==> src/rtl/acc_fifo.sv <==
// acc_fifo: single-clock FIFO between the router and one accelerator.
// Registered data_out, full, empty and count. Sticky overflow and underflow
// flags latch handshake violations until reset or flush.
module acc_fifo #(
   parameter  int WIDTH = 32,
   parameter  int DEPTH = 16,
   localparam int AW    = $clog2(DEPTH)
) (
   input  logic             clk,
   input  logic             reset,      // asynchronous, active-low
   input  logic             flush,
   input  logic             put_req,
   input  logic [WIDTH-1:0] data_in,
   input  logic             get_req,
   output logic [WIDTH-1:0] data_out,
   output logic             full,
   output logic             empty,
   output logic [AW:0]      count,
   output logic             overflow,
   output logic             underflow
);

   localparam logic [AW:0]   COUNT_FULL = (AW + 1)'(DEPTH);
   localparam logic [AW:0]   COUNT_ONE  = (AW + 1)'(1);
   localparam logic [AW-1:0] PTR_ONE    = AW'(1);

   // Storage array. It has no reset because flush and reset leave the
   // contents undefined.
   logic [WIDTH-1:0] mem [DEPTH];

   logic [AW-1:0]    wp_q, wp_d;
   logic [AW-1:0]    rp_q, rp_d;
   logic [AW:0]      count_q, count_d;
   logic             full_q, full_d;
   logic             empty_q, empty_d;
   logic             overflow_q, overflow_d;
   logic             underflow_q, underflow_d;
   logic [WIDTH-1:0] dout_q, dout_d;

   logic             put_acc;
   logic             get_acc;
   logic             wr_en;

   // Accept decisions use only the registered flags. The requests never
   // reach the flags combinationally.
   always_comb begin
      put_acc = put_req & ~full_q;
      get_acc = get_req & ~empty_q;
      // A flush cycle ignores both requests, so it blocks the array write.
      wr_en   = put_acc & ~flush;
   end

   // Next-state logic for the pointers, occupancy, flags and read data.
   always_comb begin
      wp_d        = wp_q;
      rp_d        = rp_q;
      count_d     = count_q;
      overflow_d  = overflow_q;
      underflow_d = underflow_q;
      dout_d      = dout_q;

      if (flush) begin
         // Clear everything except data_out, which keeps the last word read.
         wp_d        = '0;
         rp_d        = '0;
         count_d     = '0;
         overflow_d  = 1'b0;
         underflow_d = 1'b0;
      end else begin
         if (put_acc) begin
            wp_d = wp_q + PTR_ONE;
         end
         if (get_acc) begin
            rp_d   = rp_q + PTR_ONE;
            dout_d = mem[rp_q];
         end
         case ({put_acc, get_acc})
            2'b10:   count_d = count_q + COUNT_ONE;
            2'b01:   count_d = count_q - COUNT_ONE;
            default: count_d = count_q;
         endcase
         // Any rejected request is a handshake violation. The flag stays
         // set until it is cleared.
         if (put_req && full_q) begin
            overflow_d = 1'b1;
         end
         if (get_req && empty_q) begin
            underflow_d = 1'b1;
         end
      end

      full_d  = (count_d == COUNT_FULL);
      empty_d = (count_d == '0);
   end

   // Control and output registers, with an asynchronous active-low reset.
   always_ff @(posedge clk or negedge reset) begin
      if (!reset) begin
         wp_q        <= '0;
         rp_q        <= '0;
         count_q     <= '0;
         full_q      <= 1'b0;
         empty_q     <= 1'b1;
         overflow_q  <= 1'b0;
         underflow_q <= 1'b0;
         dout_q      <= '0;
      end else begin
         wp_q        <= wp_d;
         rp_q        <= rp_d;
         count_q     <= count_d;
         full_q      <= full_d;
         empty_q     <= empty_d;
         overflow_q  <= overflow_d;
         underflow_q <= underflow_d;
         dout_q      <= dout_d;
      end
   end

   // Array write port. Only accepted puts outside a flush cycle write the array.
   always_ff @(posedge clk) begin
      if (wr_en) begin
         mem[wp_q] <= data_in;
      end
   end

   // Drive the outputs from the registers.
   always_comb begin
      data_out  = dout_q;
      full      = full_q;
      empty     = empty_q;
      count     = count_q;
      overflow  = overflow_q;
      underflow = underflow_q;
   end

endmodule

==> config.mk <==
export PLATFORM = sky130hd
export DESIGN_NAME = acc_fifo
export DESIGN_NICKNAME = d
export VERILOG_FILES = /design/src/rtl/acc_fifo.sv
export SDC_FILE = /design/constraint.sdc
export NUM_CORES = 1
export LEC_CHECK = 0
export ABC_CLOCK_PERIOD_IN_PS = 3090
export BUFFER_PORTS_ARGS = -buffer_cell sky130_fd_sc_hd__buf_4
export CAP_MARGIN = 25
export CORE_MARGIN = 1.5
export CORE_UTILIZATION = 60
export DETAILED_ROUTE_END_ITERATION = 10
export MAX_ROUTING_LAYER = met4
export PLACE_DENSITY = 0.78
export SLEW_MARGIN = 10
export SYNTH_ARGS = -nofsm -noshare
export SYNTH_HDL_FRONTEND = slang
export SYNTH_SLANG_ARGS = --single-unit
==> constraint.sdc <==
create_clock -name clk -period 3.09 [get_ports clk]
set_input_delay 0.618 -clock clk [delete_from_list [all_inputs] [get_ports clk]]
set_output_delay 0.618 -clock clk [all_outputs]
set_load 0.1 [all_outputs]
* Word level (Yosys, flattened, before mapping)
Memory sizes are Yosys's and may differ from the RTL's. A register that Yosys moved wholly into a read port is not among the register bits.
Cells that the tools add are included.
** Cells by class
- $add $sub $neg :: 4
- Multipliers :: 0
- Div/mod/pow operators :: 0
- Magnitude comparators :: 0
- Equal/unequal tests :: 3
- Shift-type cells :: 0
- Multiplexer cells :: 12
- Bitwise logic cells :: 6
- Reductions and logical operators :: 9
** Operators by type and width (number)
- $mux 4 :: 4
- $pmux 5 s2 :: 1
- $add 4x1->4 const B :: 2
- $reduce_bool 2->1 :: 4
- $mux 1 :: 6
- $add 5x1->5 const B :: 1
- $eq 5x5->1 const B :: 1
- $logic_not 5->1 :: 1
- $mux 5 :: 1
- $sub 5x1->5 const B :: 1
- $and 1x1->1 :: 3
- $not 1->1 :: 3
- $eq 2x1->1 const B :: 1
- $eq 2x2->1 const B :: 1
- $logic_and 1x1->1 :: 2
- $reduce_and 2->1 :: 1
- $logic_not 1->1 :: 1
** Word-level totals
- Flip-flop bits (word level) :: 17
- Bits in latches :: 0
- RAM bits :: 512
- ROM bits :: 0
- Bits of input ports :: 37
- Output and inout port bits :: 41
- Memories :: 1
** Memory list
- mem :: depth 16, bits a word 32, rd ports 1, clocked after memory_dff 1, wr ports 1, RTL line 29 : logic [WIDTH-1:0] mem [DEPTH];

* Depth between registers and ports, before layout
- Depth after elaboration :: 6
- Depth in mapped cells :: 11
- Depth with buffers taken out :: 10

* Worst setup path before layout
Ideal clock, no wire load.
- Path kind :: input port to flip-flop
- Start :: input flush
- End :: memory mem[5][0] (enable)
- Library setup time :: 421 ps
- Arrival :: 2685 ps
- Data required time :: 2669 ps
- Path slack :: -16 ps
- Stages on the path :: 3
- Buffers on the path :: 1
- Cells stage by stage :: clkbuf_1 or3b_2 nor2_1
** On the way
- Longest elaborated chain between the ends :: 4
** Ends and longest elaborated chain
- start: declaration :: RTL line 11 : input logic flush,
- $not 1->1 (no source line)
- $and 1x1->1 :: RTL line 50 : wr_en = put_acc & ~flush;
- $mux 1 :: RTL line 121 : if (wr_en) begin
- $mux 1 (not written as such) :: RTL line 122 : mem[wp_q] <= data_in;
- end: declaration :: RTL line 29
No other way between the ends.

* Worst setup path in the final report
- Start :: register empty_q (netlist: empty)
- End :: register empty_q (netlist: empty)
** On the way
- Longest elaborated chain between the ends :: 6
- Elaborated cells on any way between the ends :: 7
- Those cells by class :: eq/ne: 2; mux: 2; bitwise: 2; reduce/logical: 1
** Ends and longest elaborated chain
- start: declaration :: RTL line 35 : logic empty_q, empty_d;
- start signal: assignment :: RTL line 112 : empty_q <= empty_d;
- $not 1->1 (*) :: RTL line 48 : get_acc = get_req & ~empty_q;
- $and 1x1->1 (*) :: RTL line 48
- $eq 2x1->1 or $eq 2x2->1 (tied branches) :: RTL line 77 : case ({put_acc, get_acc})
- $pmux 5 s2 (*) :: RTL line 77
- $mux 5 (*) :: RTL line 62 : if (flush) begin
- named net count_d[4] :: RTL line 33 : logic [AW:0] count_q, count_d;
- $logic_not 5->1 (*) :: RTL line 93 : empty_d = (count_d == '0);
- named net empty_d :: RTL line 35
The timed path passes the listed nets; every way through them passes the cells marked *.
A chain may end at the register's enable or synchronous reset.

==> results.yml <==
power:
  power_density_nw_per_um2: 808
  power_w: 0.0202
  vdd_drop_max_v: 0.000655
  p_leak_nw: 8.09
floorplanning:
  initial_utilization_pct: 60.7
  core_area_um2: 35400
  floorplan.die_area_um2: 37000
  die_h_um: 192
  io_pins: 78
  num_rows: 69
  die_x_um: 192
timing:
  fin_hold_ws_ns: 0.157
  finalSetupViolCount: 0
  rsz0062_at_grt: "no"
  layout_min_cycle_time_ns: 2.53
  fin_tns_setup_ns: 0
  max_freq_ghz: 0.396
  worst_slew_pin_slew_ns: 0.844
  maxSlewHeadroom_pct: 43.7
  finClkSkew_ns: 0.0224
  hold_violations: 0
  period_share_pct: 81.8
  slew_violations: 0
clock_tree:
  cts_sinks: 561
  clk_pin_slew_ns: 0.07
  cts_hold_buf: 0
  cts_tree: "built"
  cts_buffers: 54
  clockBufferDepth: 3
  h-tree-depth: 2
  cts_resized: 0
  post-cts-setup-buffers: 0
  clock_latency_ns: 0.57
  root_buffer: "clkbuf_16"
logic_synthesis:
  synth_cells: 971
  yosysUniqueCellTypes: 35
  synth-edff-count: 512
  synth_nets: 1015
  yosys_warnings: 0
  synthFlopType: "edfxtp_1"
  ys_seq_area_share_pct: 77.3
  ys_ff_latch: 561
  synthArstFlopShare_pct: 8.73
  syn_area_um2: 21500
  syn_avg_cell_area_um2: 22.1
placement:
  io_buffers: 77
  gp_congestion: 0.780
  place_hpwl_um: 24000
critical_path:
  cp_max_fo: 4
  path_cells: "nand2b_2 > nor2_1 > xor2_1 > ha_1 > a21oi_1 > mux2i_1 > nor4_1 > mux2_2 > nor4_1"
  worst_path_dominant_cell_family: "simple AND/OR/NAND/NOR gates"
  arrival_ns: 2.98
  cp-end-kind: "register"
  path_common_cell: "nor4_1"
  critPathSlowestCell: "dfstp_2"
  cp-start-kind: "register"
  required_ns: 3.55
  path_class: "register to register"
  crit_buf_inv: 0
  max_stage_delay_ns: 0.55
global_routing:
  grt_antenna_before_repair: 1
  grtUsageTotal_pct: 25.8
  gr-total-overflow: 0
  grt_max_degree: 65
  grt_pass1_wl_um: 66700
  grt_pass1_vias: 10800
detailed_routing:
  drt-wirelength-per-cell_um: 27.6
  ant_nets: 0
  vias: 10300
  drc: 0
  drt_wl_total_um: 44500
  firstDrtPassIters: 5
  viasPerCell: 6.40
  drt_iter0_drc: 895
hold_path:
  hp-class: "primary input to asynchronous set/reset pin"
cells_and_area:
  fillers: 2106
  final_layout_size_suffix_gt1_share_pct: 35.2
  syn2layout_area_growth_pct: 16.5
  fin_nets: 1148
job:
  cap_violations: 0
status:
  status: "finished clean"
## sequential cells by signal (all words and copies together) (netlist names)
register / count
data_out: 32
rp_q: 4
mem: 512
full: 1
underflow: 1
overflow: 1
empty: 1
wp_q: 4
count: 5
## where the power goes
part / switching, W / total [W] / internal (W)
registers: 0.000345 / 0.00894 / 0.00859
logic: 0.00275 / 0.00418 / 0.00143
clock network: 0.00271 / 0.00711 / 0.00440
## path summary, 6_finish.rpt
path | startpoint | cells after the start | endpoint | slack (ns)
worst max-delay path | empty | 9 | empty | 0.56
worst min-delay path | reset | 1 | data_out[30] | 0.16
worst max register to register | empty | 9 | empty | 0.56
worst min register to register | data_out[17] | 1 | data_out[17] | 0.52
max in group asynchronous | reset | 1 | rp_q[3] | 2.29
min in group clk | put_req | 3 | overflow | 0.32
## per-stage QoR
stage / cell area (um^2) / std cells / util [%] / setup WS [ns]
after floorplan: 21500 / 971 / - / -0.0156
after global placement: 23100 / 1508 / 65.1 / 0.379
after detailed placement: 23100 / 1509 / 65.2 / 0.253
after CTS: 25000 / 1610 / 70.7 / 0.577
after global routing: 25000 / 1611 / 70.7 / 0.319
final: 25000 / 1611 / 70.7 / 0.563
## layer usage
metal  global-route usage [%]  up-vias  wire (um)
met2                     41.2      425      22700
met5                        -        -          0
met1                     35.1     5486      18000
li1                         -     4324          -
met4                     7.78        0        969
met3                     4.00       73       2870
## synth_stat cells (3+ instances only)
library cell,instances,area [um^2]
clkbuf_1,29,109
inv_1,4,15.0
ha_1,7,87.6
xor2_1,5,43.8
nor2_1,34,128
edfxtp_1,512,15400
a21oi_1,7,35.0
buf_2,9,45.0
xnor2_1,4,35.0
buf_1,10,37.5
mux2i_1,36,360
mux4_2,128,2880
buf_6,5,56.3
nand2_1,10,37.5
a221o_1,32,320
dfrtp_1,48,1200
mux2_2,33,372
nor3_1,35,175
nor2b_1,3,18.8
## cells in the final DEF (no fill, tap or decap), drive strengths merged
master	count
or3b	1
nor2b	3
xnor2	4
nor2	34
a221o	32
nor4	2
a21boi	1
nor4b	1
diode	1
mux4	128
ha	7
inv	5
o21ai	1
xor2	5
nand4	2
nand3	1
bufinv	11
edfxtp	512
a211oi	1
or3	2
nor3	35
nand2b	2
mux2i	36
dfstp	1
nand3b	1
clkinv	13
mux2	33
clkinvlp	1
nand2	10
a21oi	7
buf	131
nor3b	2
dfrtp	48
clkbuf	76
## cell type report
type                       instances  area (um^2)  share of cell area [%]
antenna                            1         2.50                  0.0100
clock inverter                    25          409                    1.63
multi-input combinational        351         4740                    19.0
tap                              461          577                    2.30
sequential                       561        16600                    66.4
inverter                           5         18.8                  0.0750
clock buffer                      76         1550                    6.17
timing repair buffer             131         1120                    4.48
## logic make-up after synthesis
kind of cell             after synthesis  synth area share [%]
buffers and inverters                 59                  1.28
AO/OA/AOI/OAI                         42                  1.75
XOR/XNOR                               9                 0.367
adder cells (fa/ha/maj)                7                 0.408
multiplexers                         197                  16.8
flip-flops                           561                  77.3
AND/OR/NAND/NOR                       96                  2.13
Note: power is estimated with default switching activity, not from simulation.
